[src/rtl/pc_seq_pkg.sv]
`default_nettype none
// ============================================================================
// Module      : pc_seq_pkg
// Description : Shared types and helpers for the program-counter sequencer:
//               Y86 instruction codes, status/state encodings, the
//               instruction-length table and the icode validity check.
// Revision    : 1.0 - initial release
// ============================================================================
package pc_seq_pkg;

    typedef enum logic [3:0] {
        ICODE_HALT  = 4'h0,
        ICODE_NOP   = 4'h1,
        ICODE_RRMOV = 4'h2,
        ICODE_IRMOV = 4'h3,
        ICODE_RMMOV = 4'h4,
        ICODE_MRMOV = 4'h5,
        ICODE_OP    = 4'h6,
        ICODE_JXX   = 4'h7,
        ICODE_CALL  = 4'h8,
        ICODE_RET   = 4'h9,
        ICODE_PUSH  = 4'hA,
        ICODE_POP   = 4'hB
    } icode_e;

    typedef enum logic [1:0] {
        STAT_AOK = 2'b00,
        STAT_HLT = 2'b01,
        STAT_INS = 2'b10,
        STAT_STK = 2'b11
    } status_e;

    typedef enum logic [1:0] {
        ST_RUN    = 2'd0,
        ST_HALTED = 2'd1,
        ST_ERROR  = 2'd2
    } state_e;

    // Encoded length in bytes; invalid codes return 0 (never used for PC).
    function automatic logic [3:0] instr_len(input logic [3:0] icode);
        logic [3:0] len;
        case (icode)
            4'h0, 4'h1, 4'h9:             len = 4'd1;
            4'h2, 4'h6, 4'hA, 4'hB:       len = 4'd2;
            4'h3, 4'h4, 4'h5:             len = 4'd10;
            4'h7, 4'h8:                   len = 4'd9;
            default:                      len = 4'd0;
        endcase
        return len;
    endfunction

    function automatic logic icode_is_valid(input logic [3:0] icode);
        return (icode <= 4'hB);
    endfunction

endpackage
`default_nettype wire

[src/rtl/ras_stack.sv]
`default_nettype none
// ============================================================================
// Module      : ras_stack
// Description : Return-address LIFO. push writes din on top, pop discards the
//               top entry; dout always shows the current top.
//               Ports: clock, reset (sync, active-high), push, pop, din,
//               dout (top entry), depth (occupancy), full, empty.
//               The parent never issues push and pop in the same cycle.
// Revision    : 1.0 - initial release
// ============================================================================
module ras_stack #(
    parameter int DEPTH = 8,
    parameter int W     = 16
) (
    input  logic                     clock,
    input  logic                     reset,
    input  logic                     push,
    input  logic                     pop,
    input  logic [W-1:0]             din,
    output logic [W-1:0]             dout,
    output logic [$clog2(DEPTH):0]   depth,
    output logic                     full,
    output logic                     empty
);

    localparam int PTR_W = $clog2(DEPTH);

    logic [W-1:0]   mem_q [DEPTH];
    logic [PTR_W:0] count_q;
    logic [PTR_W:0] count_d;
    logic [PTR_W-1:0] wr_idx;
    logic [PTR_W-1:0] top_idx;

    assign full    = (count_q == (PTR_W+1)'(DEPTH));
    assign empty   = (count_q == '0);
    assign depth   = count_q;
    assign wr_idx  = count_q[PTR_W-1:0];
    // When full the low bits wrap to 0, so subtracting one still lands on DEPTH-1.
    assign top_idx = count_q[PTR_W-1:0] - PTR_W'(1);
    assign dout    = mem_q[top_idx];

    always_comb begin
        count_d = count_q;
        if (push && !full) begin
            count_d = count_q + (PTR_W+1)'(1);
        end else if (pop && !empty) begin
            count_d = count_q - (PTR_W+1)'(1);
        end
    end

    always_ff @(posedge clock) begin
        if (reset) begin
            count_q <= '0;
        end else begin
            count_q <= count_d;
        end
    end

    // Storage needs no reset: entries above the occupancy count are never read.
    always_ff @(posedge clock) begin
        if (!reset && push && !full) begin
            mem_q[wr_idx] <= din;
        end
    end

endmodule
`default_nettype wire

[src/rtl/pc_sequencer.sv]
`default_nettype none
// ============================================================================
// Module      : pc_sequencer
// Description : Y86 program counter. Advances by the decoded instruction
//               length on each accepted instruction, redirects on jXX/call/
//               ret via an internal return-address stack, and reports
//               halt/error status and a retired-instruction count.
//               Ports: clock, reset, icode_input, instr_valid, stall,
//               branch_taken, dest_addr -> pc_out, pc_valid, status,
//               ras_depth, retired_count.
// Revision    : 1.0 - initial release
// ============================================================================
module pc_sequencer
    import pc_seq_pkg::*;
#(
    parameter int          ADDR_W    = 16,
    parameter int          RAS_DEPTH = 8,
    parameter int          COUNT_W   = 32,
    parameter logic [ADDR_W-1:0] RESET_PC = '0
) (
    input  logic                         clock,
    input  logic                         reset,
    input  logic [3:0]                   icode_input,
    input  logic                         instr_valid,
    input  logic                         stall,
    input  logic                         branch_taken,
    input  logic [ADDR_W-1:0]            dest_addr,
    output logic [ADDR_W-1:0]            pc_out,
    output logic                         pc_valid,
    output logic [1:0]                   status,
    output logic [$clog2(RAS_DEPTH):0]   ras_depth,
    output logic [COUNT_W-1:0]           retired_count
);

    state_e              state_q,   state_d;
    status_e             status_q,  status_d;
    logic [ADDR_W-1:0]   pc_q,      pc_d;
    logic [COUNT_W-1:0]  retired_q, retired_d;

    logic                accept;
    logic [ADDR_W-1:0]   val_p;
    logic                ras_push;
    logic                ras_pop;
    logic [ADDR_W-1:0]   ras_top;
    logic                ras_full;
    logic                ras_empty;

    assign accept = (state_q == ST_RUN) && instr_valid && !stall;
    assign val_p  = pc_q + ADDR_W'(instr_len(icode_input));

    always_comb begin
        state_d   = state_q;
        status_d  = status_q;
        pc_d      = pc_q;
        retired_d = retired_q;
        ras_push  = 1'b0;
        ras_pop   = 1'b0;
        if (accept) begin
            if (!icode_is_valid(icode_input)) begin
                state_d  = ST_ERROR;
                status_d = STAT_INS;
            end else begin
                // Every valid code retires unless it faults on the stack below.
                retired_d = retired_q + COUNT_W'(1);
                case (icode_input)
                    ICODE_HALT: begin
                        state_d  = ST_HALTED;
                        status_d = STAT_HLT;
                    end
                    ICODE_JXX: begin
                        pc_d = branch_taken ? dest_addr : val_p;
                    end
                    ICODE_CALL: begin
                        if (ras_full) begin
                            state_d   = ST_ERROR;
                            status_d  = STAT_STK;
                            retired_d = retired_q;
                        end else begin
                            pc_d     = dest_addr;
                            ras_push = 1'b1;
                        end
                    end
                    ICODE_RET: begin
                        if (ras_empty) begin
                            state_d   = ST_ERROR;
                            status_d  = STAT_STK;
                            retired_d = retired_q;
                        end else begin
                            pc_d    = ras_top;
                            ras_pop = 1'b1;
                        end
                    end
                    default: begin
                        pc_d = val_p;
                    end
                endcase
            end
        end
    end

    always_ff @(posedge clock) begin
        if (reset) begin
            state_q   <= ST_RUN;
            status_q  <= STAT_AOK;
            pc_q      <= RESET_PC;
            retired_q <= '0;
        end else begin
            state_q   <= state_d;
            status_q  <= status_d;
            pc_q      <= pc_d;
            retired_q <= retired_d;
        end
    end

    ras_stack #(
        .DEPTH (RAS_DEPTH),
        .W     (ADDR_W)
    ) u_ras (
        .clock (clock),
        .reset (reset),
        .push  (ras_push),
        .pop   (ras_pop),
        .din   (val_p),
        .dout  (ras_top),
        .depth (ras_depth),
        .full  (ras_full),
        .empty (ras_empty)
    );

    assign pc_out        = pc_q;
    assign status        = status_q;
    assign retired_count = retired_q;
    assign pc_valid      = (state_q == ST_RUN) && !stall && !reset;

endmodule
`default_nettype wire

[config.mk]
export PLATFORM = sky130hd
export DESIGN_NAME = pc_sequencer
export DESIGN_NICKNAME = d
export VERILOG_FILES = /design/src/rtl/pc_seq_pkg.sv /design/src/rtl/ras_stack.sv /design/src/rtl/pc_sequencer.sv
export SDC_FILE = /design/constraint.sdc
export NUM_CORES = 1
export LEC_CHECK = 0
export CORE_AREA = 4 4 133 135
export CTS_CLUSTER_DIAMETER = 50
export CTS_CLUSTER_SIZE = 28
export DETAILED_ROUTE_END_ITERATION = 8
export DIE_AREA = 0 0 137 139
export PLACE_DENSITY = 0.76
export REMOVE_ABC_BUFFERS = 1
export SLEW_MARGIN = 20
export SYNTH_ARGS = -nofsm -noshare
export SYNTH_HDL_FRONTEND = slang
export SYNTH_SLANG_ARGS = --single-unit
[constraint.sdc]
create_clock -name clock -period 9.2 [get_ports clock]
set_clock_uncertainty 0.15 [all_clocks]
set_input_delay 0.92 -clock clock [delete_from_list [all_inputs] [get_ports clock]]
set_output_delay 0.92 -clock clock [all_outputs]
set_load 0.01 [all_outputs]
* Word-level counts from Yosys, hierarchy flattened
Memories as Yosys holds them, arrays and structs flattened.
Index checks and enable logic that the tools add are counted.
** Cells by class
- Bitwise gates (word level) :: 1
- Reductions and logical operators :: 19
- Order comparisons :: 1
- Equality and inequality tests :: 9
- $add $sub $neg :: 5
- Mux-type cells :: 27
** Operators by type and width (number)
- 32-bit two-way mux :: 2
- 16-bit case mux with 4 select lines :: 1
- 32-bit case mux with 2 select lines :: 1
- 16-bit two-way mux :: 3
- 32-bit by 1-bit adder with 32-bit output, second input constant :: 1
- 16-bit by 4-bit adder with 16-bit output :: 1
- 4-bit == test, second input constant :: 3
- 2-bit two-way mux :: 6
- 2-bit case mux with 3 select lines :: 2
- 1-bit two-way mux :: 10
- 1-bit logical AND :: 8
- 4-bit logical NOT :: 2
- 4-bit two-way mux :: 2
- 4-bit AND reduction :: 2
- 3-bit by 2-bit != test with 1-bit output, second input constant :: 2
- 5-bit AND reduction :: 1
- 4-bit by 1-bit adder with 4-bit output, second input constant :: 1
- 4-bit by 3-bit == test with 1-bit output, second input constant :: 1
- 4-bit less-or-equal comparator, second input constant :: 1
- 1-bit logical NOT :: 4
- 2-bit != test, second input constant :: 2
- 4-bit by 1-bit != test with 1-bit output, second input constant :: 1
- 4-bit by 1-bit subtractor with 4-bit output, second input constant :: 1
- 3-bit by 1-bit subtractor with 3-bit output, second input constant :: 1
- other kinds (3) :: 3
** Word-level totals
- RAM bits :: 128
- Output and inout port bits :: 55
- Word-level logic and storage cells :: 69
- Input port bits :: 25
- Memories :: 2
- Bits in read-only memories :: 48
- Flip-flop bits (word level) :: 56
** Memories
- u_ras.mem_q :: words 8, bits a word 16, rd ports 1, clocked after memory_dff 0, wr ports 1, RTL line ras_stack.sv:28 : logic [W-1:0] mem_q [DEPTH];
- (no name shown) :: words 16, bits a word 3, rd ports 1, clocked after memory_dff 0, wr ports 0, RTL line pc_seq_pkg.sv:42 : case (icode)

* Depth between registers and ports, before layout
Gate-level depths: netlist (run 1).
- Word-level depth :: 9
- Mapped depth :: 14
- Gate-level depth less buffers :: 11

* Hierarchy
From an unflattened synthesis (run 1), not the netlist that was laid out.
** Second synthesis, totals
- Cell total of the unflattened synthesis :: 623
- Area total of the unflattened synthesis :: 8371.8 µm²
** Modules (own cells, without submodules)
- ras_stack :: instances 1, cells each 235, area each 5206.2 µm², sequential area each 3923.8 µm²
- pc_sequencer :: instances 1, cells each 388, area each 3165.5 µm², sequential area each 1021.0 µm²

* Worst setup path after synthesis (run 1)
OpenSTA, ideal clock, no wires.
- Path type :: register to register
- Start :: reg u_ras.count_q[0], in the netlist u_ras.depth[0]
- End :: mem u_ras.mem_q[1][0] (enable)
- Buffers on the path :: 3
- Period minus slack after synthesis :: 4227 ps
- Stages on the path, launching flop included :: 11
- Slack :: 4973 ps
- Arrival time :: 3668 ps
- Required time :: 8641 ps
- Library setup time :: 409 ps
- Path through :: dfxtp_1 > buf_2 > buf_2 > buf_2 > inv_1 > ha_1 > nor2b_1 > a211oi_2 > nor3b_1 > nand2_1 > nor3_1
** On the way
- Cells in the longest elaborated chain, start to end :: 9
- Elaborated cells between the ends (all ways) :: 10
- Classes of those cells :: 1 x eq/ne; 6 x mux; 3 x reduce/logical
** RTL lines
- start: declaration :: RTL line ras_stack.sv:29 : logic [PTR_W:0] count_q;
- start signal: assignment :: RTL line ras_stack.sv:55 : count_q <= count_d;
- 4-bit == test :: RTL line ras_stack.sv:34 : assign full = (count_q == (PTR_W+1)'(DEPTH));
- 1-bit two-way mux :: RTL line pc_sequencer.sv:74 : if (ras_full) begin
- 1-bit two-way mux :: RTL line pc_sequencer.sv:65 : case (icode_input)
- 1-bit two-way mux :: RTL line pc_sequencer.sv:59 : if (!icode_is_valid(icode_input)) begin
- 1-bit two-way mux :: RTL line pc_sequencer.sv:58 : if (accept) begin
- 1-bit logical AND (2 in series) :: RTL line ras_stack.sv:61 : if (!reset && push && !full) begin
- 1-bit two-way mux :: RTL line ras_stack.sv:61
- 1-bit two-way mux (not written as such) :: RTL line ras_stack.sv:62 : mem_q[wr_idx] <= din;
- end: declaration :: RTL line ras_stack.sv:28
Parallel ways exist; a longest one is shown, timed or not.

* Worst setup path in the final report (run 1)
- Start :: in icode_input[3]
- End :: reg pc_q[12], in the netlist pc_out[12]
** On the way
- Cells in the longest elaborated chain, start to end :: 4
- Elaborated cells between the ends (all ways) :: 13
- Classes of those cells :: 1 x add/sub; 1 x order compare; 5 x eq/ne; 2 x mux; 1 x bitwise; 2 x reduce/logical; 1 x memory
** RTL lines
- start: declaration :: RTL line pc_sequencer.sv:23 : input logic [3:0] icode_input,
- memory read 16 x 3 bit (*)
- 16-bit by 4-bit adder with 16-bit output (*) :: RTL line pc_sequencer.sv:49 : assign val_p = pc_q + ADDR_W'(instr_len(icode_input));
- named net u_ras.din[12] :: RTL line ras_stack.sv:19 : input logic [W-1:0] din,
- 16-bit two-way mux :: RTL line pc_sequencer.sv:71 : pc_d = branch_taken ? dest_addr : val_p;
- 16-bit case mux with 4 select lines (*) :: RTL line pc_sequencer.sv:65
- end signal: assignment :: RTL line pc_sequencer.sv:110 : pc_q <= pc_d;
- end: declaration :: RTL line pc_sequencer.sv:37 : logic [ADDR_W-1:0] pc_q, pc_d;
Mark *: on every way through the listed nets, which the timed path passes. The rest lies on a longest branch.
A chain may end at the register's enable or synchronous reset.

==> flow_summary.toml, run 1 <==
[floorplan]
core_area_um2 = 16470
start_util_pct = 49.36
die_area_um2 = 19040
row_count = 47
ios = 80
die_h_um = 139
fp.dieW_um = 137

[detailed_routing]
drt_iter0_drc = 591
antenna_left = 0
firstDrtPassIters = 5
vias_per_cell = 6.157
route.vias.total = 5738
drc = 0
routedWlPerCell_um = 21.60
wl_mm = 20.13

[power]
p_per_area_nw_per_um2 = 181.3
peakVddDrop_mv = 0.1453
p_total_w = 0.001776
leakagePower_nw = 3.026

[synth]
netlist_instances = 622
ys_types = 67
synth-edff-count = 128
postSynthAreaPerCell_um2 = 13.07
ys_seq_elements = 183
ys.flop_type = "edfxtp_1"
async_flop_share_pct = 0
yosys_warnings = 0
ys_seq_area_share_pct = 60.84
netlist_area_um2 = 8128

[layout]
finalNetCount = 733
finalNonFillerCells = 932
area_growth_pct = 20.58
antenna_cells = 0
final_cell_mix = "edfxtp_1, clkdlybuf4s50_1, dfxtp_1, nor2_1, nand2_1"
design_area_um2 = 9801
drive_gt1_share_pct = 12.78
fill_cells = 1271
final_common_cell = "edfxtp_1"

[clocking]
h-tree-depth = 4
cts_tree = "built"
clockRootBuffer = "clkbuf_16"
clk_pin_slew_ns = 0.07
clk_path_buf_depth = 2
cts_hold_buf = 0
cts_sinks = 183
insertion_delay_ns = 0.44
post_cts_buffers = 0
ctsResizeCount = 0
cts_buffers = 17

[run]
maxCapViolCount = 0

[timing]
hold_viol = 0
max_freq_ghz = 0.2260
slew_headroom_pct = 36.20
rsz0062_at_grt = "false"
worst_slew_pin_slew_ns = 0.9482
setup_slack_ns = 4.775
fin_crit_ns = 4.425
finalMaxSlewViolations = 0
setup_viol = 0
finalSetupTns_ns = 0
min_period_over_period_pct = 48.10

[global_route]
grt_antenna_before_repair = 0
grt_pass1_wl_mm = 31.55
grt_overflow = 0
grt_util_met3_pct = 4.681
grt_busiest_layer = "met2"
grt_use_met2_pct = 35.01
grt_pass1_vias = 5653
grt_usage_pct = 21.73
grt_max_degree = 59
use_met1_pct = 29.29

[placement]
dp_slack_ns = 4.456
postPlaceCellArea_um2 = 9163
hpwl_mm = 12.66
gp_congestion = 0.8529
numPortBuffers = 79
dp.cells = 900

[worst_setup_path]
cp_max_fo = 17
start_kind = "primary input"
critPathRequiredTime_ns = 9.39
path_buf_inv = 2
slowest_delay_ns = 0.69
critical_path_arrival_ns = 4.62
end_kind = "flip-flop"
cpLargestDelayFamily = "compound AO/OA/AOI/OAI gates"
path_class = "primary input to flip-flop"
cpMaxStageDelayCell = "clkdlybuf4s50_1"
cp_cell_sequence = "clkdlybuf4s50_1 -> nand4b_1 -> o21ai_0 -> ha_1 -> inv_1 -> fa_1 -> nand3b_1 -> a2111oi_0 -> xor2_1 -> nand2_1 -> a311oi_1"

[status]
status = "complete, no violations"

[min_path]
hold_path_class = "flip-flop to flip-flop"
## final timing paths
| kind | slack (ns) | endpoint | cells past startpoint | start |
|---|---|---|---|---|
| worst max-delay path | 4.77 | pc_out[12]$_SDFFE_PP0P_ | 11 | icode_input[3] |
| worst max register to register | 5.67 | retired_count[20]$_SDFFE_PP0P_ | 8 | u_ras.depth[0]$_SDFFE_PP0P_ |
| worst min-delay path | 0.34 | retired_count[31]$_SDFFE_PP0P_ | 2 | retired_count[31]$_SDFFE_PP0P_ |
| worst min register to register | 0.34 | retired_count[31]$_SDFFE_PP0P_ | 2 | retired_count[31]$_SDFFE_PP0P_ |
## tightest hold or removal path, stage by stage (launching register included)
cell	delay [ns]
dfxtp_1	0.32
o21ai_0	0.07
a21oi_1	0.06
## state kept, by name, summed over array words and instances (netlist names)
| signal | cells |
|---|---|
| u_ras.mem_q | 128 |
| u_ras.depth | 4 |
| pc_out | 16 |
| status | 1 |
| state_q | 2 |
| retired_count | 32 |
## synthesized netlist by cell type, types with 3 or more instances
library cell,instances,area (um^2)
o21ai_0,28,140.1
a311oi_1,8,70.07
a211oi_1,6,45.04
nor4_1,10,62.56
nor3_1,10,50.05
o31ai_1,3,22.52
a31oi_1,7,43.79
nor2b_1,3,18.77
ha_1,7,87.58
dfxtp_1,55,1101
xor2_1,7,61.31
nand2_1,43,161.4
or3_1,16,100.1
a21oi_1,39,195.2
and3_1,3,18.77
mux4_2,32,720.7
a22oi_1,6,45.04
buf_2,7,35.03
nor2_1,45,168.9
or4b_1,3,30.03
and4_1,5,43.79
a21o_1,3,22.52
nand3_1,15,75.07
or4_1,4,30.03
a221oi_1,3,26.28
nand4_1,11,68.82
nand2b_1,3,18.77
a222oi_1,4,40.04
buf_1,3,11.26
edfxtp_1,128,3844
and2_1,3,18.77
inv_1,16,60.06
xnor2_1,23,201.4
clkbuf_1,22,82.58
## routing by layer
| layer | part of all wire [%] | vias up | routed length [um] |
|---|---|---|---|
| met3 | 8.6 | 41 | 1727 |
| met2 | 49 | 277 | 9832 |
| met1 | 41 | 2832 | 8177 |
| met4 | 2.0 | 0 | 395 |
| li1 | - | 2588 | - |
| met5 | 0 | - | 0 |
## power breakdown
group / internal (W) / switching, W / total, W
Clock: 0.000439 / 0.000342 / 0.000781
Sequential: 0.000888 / 0.00000904 / 0.000897
Combinational: 0.0000408 / 0.0000577 / 0.0000985
Total: 0.00137 / 0.000409 / 0.00178
## layout make-up
cell class	count	area [um^2]	share of cell area [%]
Timing Repair Buffer	91	875.8	8.937
Multi-Input combinational cell	390	3014	30.75
Clock buffer	17	425.4	4.341
Inverter	16	60.06	0.6128
Clock inverter	15	203.9	2.081
Tap cell	220	275.3	2.809
Sequential cell	183	4946	50.47
## through the flow
| stage | hold slack [ns] | utilization (%) |
|---|---|---|
| after floorplan | 0.3425 | - |
| after global placement | 0.3137 | 55.63 |
| after detailed placement | 0.3292 | 55.65 |
| after CTS | 0.3389 | 59.47 |
| after global routing | 0.3923 | 59.52 |
| final | 0.3418 | 59.52 |
## cell families after synthesis
group                    share of synthesized area (%)
flip-flops                                       60.84
AND/OR/NAND/NOR                                  12.50
multiplexers                                     9.113
AO/OA/AOI/OAI                                    10.33
adder cells (fa/ha/maj)                          1.570
buffers and inverters                            2.417
XOR/XNOR                                         3.233
Note: power is estimated with default switching activity, not from simulation.
==> run 2, diff against run 1 <==
- clock period: 9.2 -> 4.1 ns (I/O delays scaled with it)
==> flow_summary.toml, run 2 (same netlist as run 1, synthesis figures left out) <==
[clocking]
post_cts_buffers = 0
clk_pin_slew_ns = 0.07
insertion_delay_ns = 0.42
cts_tree = "built"
h-tree-depth = 4
cts_sinks = 183
clk_path_buf_depth = 2
ctsResizeCount = 0
clockRootBuffer = "clkbuf_16"
cts_hold_buf = 0
cts_buffers = 17

[worst_setup_path]
path_class = "primary input to flip-flop"
end_kind = "flip-flop"
start_kind = "primary input"
cp_max_fo = 9
critical_path_arrival_ns = 3.56
critPathRequiredTime_ns = 4.28

[layout]
finalNetCount = 749
fill_cells = 1263
final_cell_mix = "edfxtp_1, clkdlybuf4s50_1, dfxtp_1, nor2_1, nand2_1"
finalNonFillerCells = 947
drive_gt1_share_pct = 13.76
largest-register = "u_ras.mem_q"
post-route-util_pct = 59.92
largest_register_ffs = 128
antenna_cells = 0
area_growth_pct = 21.40
final_common_cell = "edfxtp_1"

[placement]
hpwl_mm = 12.68
dp.cells = 916
numPortBuffers = 79
gp_congestion = 0.8910

[floorplan]
fp.dieW_um = 137
core_area_um2 = 16470
row_count = 47
die_area_um2 = 19040
start_util_pct = 49.36
ios = 80
die_h_um = 139

[detailed_routing]
firstDrtPassIters = 5
wl_mm = 19.76
vias_per_cell = 6.071
antenna_left = 0
drc = 0
routedWlPerCell_um = 20.87
drt_iter0_drc = 496
route.vias.total = 5749

[run]
maxCapViolCount = 0

[global_route]
grt_max_degree = 37
use_met1_pct = 28.53
grt_util_met3_pct = 5.080
grt_usage_pct = 21.27
grt_busiest_layer = "met2"
grt_antenna_before_repair = 0
grt_pass1_vias = 5767
grt_use_met2_pct = 34.73
grt_pass1_wl_mm = 31.19
grt_overflow = 0

[timing]
worst_slew_pin_slew_ns = 0.9287
setup_viol = 0
max_freq_ghz = 0.2961
rsz0062_at_grt = "false"
slew_headroom_pct = 37.67
finalMaxSlewViolations = 0
min_period_over_period_pct = 82.36
fin_hold_ws_ns = 0.3294
finalSetupTns_ns = 0
fin_crit_ns = 3.377
hold_viol = 0

[power]
swShare_pct = 21.10
seqPwrFrac_pct = 52.0
leakagePower_nw = 3.082
combinationalPowerShare_pct = 5.9
power.switching_w = 0.0008173
p_per_area_nw_per_um2 = 392.6
power_frac_clock_pct = 42.1
power.internal_w = 0.003056
p_total_w = 0.003874
peakVddDrop_mv = 0.4936

[status]
status = "complete, no violations"

[min_path]
hold_path_class = "primary input to flip-flop"
## run 2: cell types whose count changed in the layout (fill, tap and decap cells not counted), sizes merged
cell and delta:
clkbuf +4, buf +16, inv -5
## run 2: path summary, 6_finish.rpt
kind	start	end	slack, ns	depth (start not counted)
min reg2reg	retired_count[31]$_SDFFE_PP0P_	retired_count[31]$_SDFFE_PP0P_	0.34	2
max reg2reg	u_ras.depth[1]$_SDFFE_PP0P_	u_ras.depth[3]$_SDFFE_PP0P_	1.11	11
max	icode_input[2]	pc_out[9]$_SDFFE_PP0P_	0.72	11
min	reset	retired_count[8]$_SDFFE_PP0P_	0.33	2
## run 2: per-layer routing
metal	up-vias	routed length, um	part of all wire, %
met4	0	330	1.7
met5	-	0	0
met2	272	9731	49
met3	29	1689	8.5
li1	2616	-	-
met1	2832	8008	41
## run 2: cell type report
cell class              count  area, um^2  share of cell area (%)
flip-flops and latches    183        4946                   50.13
well taps                 220       275.3                   2.790
clock buffers              21       440.4                   4.464
clock inverters            10       146.4                   1.484
multi-input cells         390        3003                   30.43
repair buffers            107       996.0                   10.09
inverters                  16       60.06                  0.6087
## run 2: power groups by stage
stage | Clock, W | Sequential, W | Combinational (W)
after floorplan | 0 | 0.00205 | 0.000107
after global placement | 0 | 0.00205 | 0.000218
after detailed placement | 0 | 0.00205 | 0.000227
after CTS | 0.00165 | 0.00201 | 0.000229
after global routing | 0.00174 | 0.00201 | 0.000250
final | 0.00163 | 0.00201 | 0.000230
## run 2: critical path, stage by stage
cell	delay [ns]
clkdlybuf4s50_1	0.55
buf_4	0.24
nor3_1	0.19
a21oi_1	0.07
o21ai_0	0.29
ha_1	0.34
a211oi_1	0.14
nor4_1	0.33
xor2_1	0.50
a221oi_1	0.19
a211oi_1	0.31
## run 2: per-stage QoR
| stage | area [um^2] | worst slack, ns |
|---|---|---|
| after floorplan | 7991 | -0.7965 |
| after global placement | 9280 | 0.5569 |
| after detailed placement | 9280 | 0.4265 |
| after CTS | 9867 | 0.7496 |
| after global routing | 9867 | 0.3952 |
| final | 9867 | 0.7231 |
==> run 3, diff against run 2 <==
- PLACE_DENSITY: 0.76 -> 0.79
- clock period: 4.1 -> 2.91 ns (I/O delays scaled with it)
==> flow_summary.toml, run 3 (same netlist as run 1, synthesis figures left out) <==
[status]
status = "complete, no violations"

[timing]
slew_headroom_pct = 53.15
hold_viol = 0
setup_viol = 0
rsz0062_at_grt = "true"
fin_crit_ns = 2.887
max_freq_ghz = 0.3464
min_period_over_period_pct = 99.19
worst_slew_pin_slew_ns = 0.7027
finalMaxSlewViolations = 0
fin_hold_ws_ns = 0.1845

[worst_setup_path]
reg2reg_depth = 11
crit_path_end = "pc_out[12]$_SDFFE_PP0P_"
critical_path_arrival_ns = 3.08
worstReg2RegStart = "u_ras.depth[0]$_SDFFE_PP0P_"
critPathRequiredTime_ns = 3.11
end_kind = "flip-flop"
cp_max_fo = 3
r2r_slack_ns = 0.23
path_class = "primary input to flip-flop"
startpoint = "icode_input[3]"
start_kind = "primary input"
timing.rr.end = "u_ras.depth[3]$_SDFFE_PP0P_"

[clocking]
clk_pin_slew_ns = 0.07
cts_sinks = 183
h-tree-depth = 4
clockRootBuffer = "clkbuf_16"
cts_buffers = 17
cts_tree = "built"
insertion_delay_ns = 0.43
clk_path_buf_depth = 2

[power]
swShare_pct = 23.87
combinationalPowerShare_pct = 6.8
power_frac_clock_pct = 40.6
power.switching_w = 0.001287
peakVddDrop_mv = 0.5798
seqPwrFrac_pct = 52.5
power.internal_w = 0.004106
leakagePower_nw = 3.375
p_per_area_nw_per_um2 = 524.3

[layout]
finalNetCount = 794
area_growth_pct = 26.57
largest-register = "u_ras.mem_q"
largest_register_ffs = 128
fill_cells = 1236
finalNonFillerCells = 993
ff_latch_area_um2 = 4946
antenna_cells = 0
final_common_cell = "edfxtp_1"
multi_input_area_um2 = 3100
drive_gt1_share_pct = 20.70
final_cell_mix = "edfxtp_1, clkdlybuf4s50_1, buf_4, dfxtp_1, nor2_1"

[run]
maxCapViolCount = 0

[placement]
hpwl_mm = 13.95
gp_congestion = 0.9113
dp.cells = 960
numPortBuffers = 79

[detailed_routing]
wl_mm = 20.60
vias_per_cell = 6.042
firstDrtPassIters = 5
routedWlPerCell_um = 20.75
drc = 0
antenna_left = 0
route.vias.total = 6000
drt_iter0_drc = 530

[global_route]
grt_overflow = 0
grt_usage_pct = 22.18
grt_util_met3_pct = 6.386
use_met1_pct = 28.60
grt_pass1_vias = 5999
grt_antenna_before_repair = 0
grt_busiest_layer = "met2"
grt_max_degree = 37
grt_use_met2_pct = 36.61
grt_pass1_wl_mm = 32.18

[floorplan]
ios = 80
row_count = 47
die_area_um2 = 19040
fp.dieW_um = 137
die_h_um = 139
core_area_um2 = 16470
start_util_pct = 49.36

[min_path]
hold_path_class = "primary input to flip-flop"
[run 3: cell count changes in the layout (fill, tap and decap cells not counted), sizes merged]
cell,before,now
clkinv,2,8
inv,19,23
buf,29,74
bufinv,3,0
clkbuf,21,17
clkinvlp,2,0
dlymetal6s2s,0,3
clkdlybuf4s50,78,75
[run 3: worst max-delay path: stages]
cell             delay (ns)
clkdlybuf4s50_1        0.45
nand4b_1               0.23
o21ai_0                0.12
ha_1                   0.21
inv_1                  0.07
fa_2                   0.36
nand3b_1               0.27
a2111oi_4              0.40
buf_4                  0.17
xor2_2                 0.16
nand2_1                0.10
a311oi_2               0.27
[run 3: metrics by stage]
step	power (W)	setup TNS, ns	setup WS [ns]	utilization (%)	instance area, um^2
2_1_floorplan	0.003045	-247.52	-1.986	-	7991
3_3_place_gp	0.003233	-34.72	-0.4535	58.37	9610
3_5_place_dp	0.003245	-44.36	-0.4891	58.37	9610
4_1_cts	0.005423	0	0.01384	61.83	10180
5_1_grt	0.005592	-0.08548	-0.08416	62.48	10290
6_report	0.005394	0	0.02345	62.48	10290
[run 3: power groups by stage]
stage | Sequential, W | Clock, W | Combinational [W]
after floorplan | 0.00289 | 0 | 0.000151
after global placement | 0.00289 | 0 | 0.000345
after detailed placement | 0.00289 | 0 | 0.000357
after CTS | 0.00283 | 0.00223 | 0.000361
after global routing | 0.00283 | 0.00236 | 0.000398
final | 0.00283 | 0.00219 | 0.000369
[run 3: worst min-delay path by stage]
| stage | start | end | slack, ns | cells after the start |
|---|---|---|---|---|
| final | icode_input[2] | status[0]$_SDFFE_PP0P_ | 0.18 | 3 |
| after global routing | icode_input[2] | status[0]$_SDFFE_PP0P_ | 0.20 | 3 |
| after floorplan | reset | pc_out[11]$_SDFFE_PP0P_ | 0.21 | 1 |
| after CTS | reset | retired_count[6]$_SDFFE_PP0P_ | 0.17 | 2 |
| after detailed placement | retired_count[31]$_SDFFE_PP0P_ | retired_count[31]$_SDFFE_PP0P_ | 0.35 | 2 |
| after global placement | retired_count[31]$_SDFFE_PP0P_ | retired_count[31]$_SDFFE_PP0P_ | 0.32 | 2 |
[run 3: routing by layer]
metal  vias to the layer above  wire, um
li1                       2710         -
met1                      2973      8063
met2                       281     10300
met3                        36      1856
met4                         0       379
met5                         -         0
[run 3: timing repair]
action	in CTS	in global routing
gates resized for setup	2	17
pin swaps	1	3
endpoints found under the setup margin	9	69
hold buffers	0	0
setup buffers	0	1
[run 3: final cells by class]
cell class	count	share of cell area [%]
clock buffer	17	4.135
clock inverter	15	1.350
inverter	16	0.5838
multi-input combinational	390	30.14
sequential	183	48.08
tap	220	2.676
timing repair buffer	152	13.04
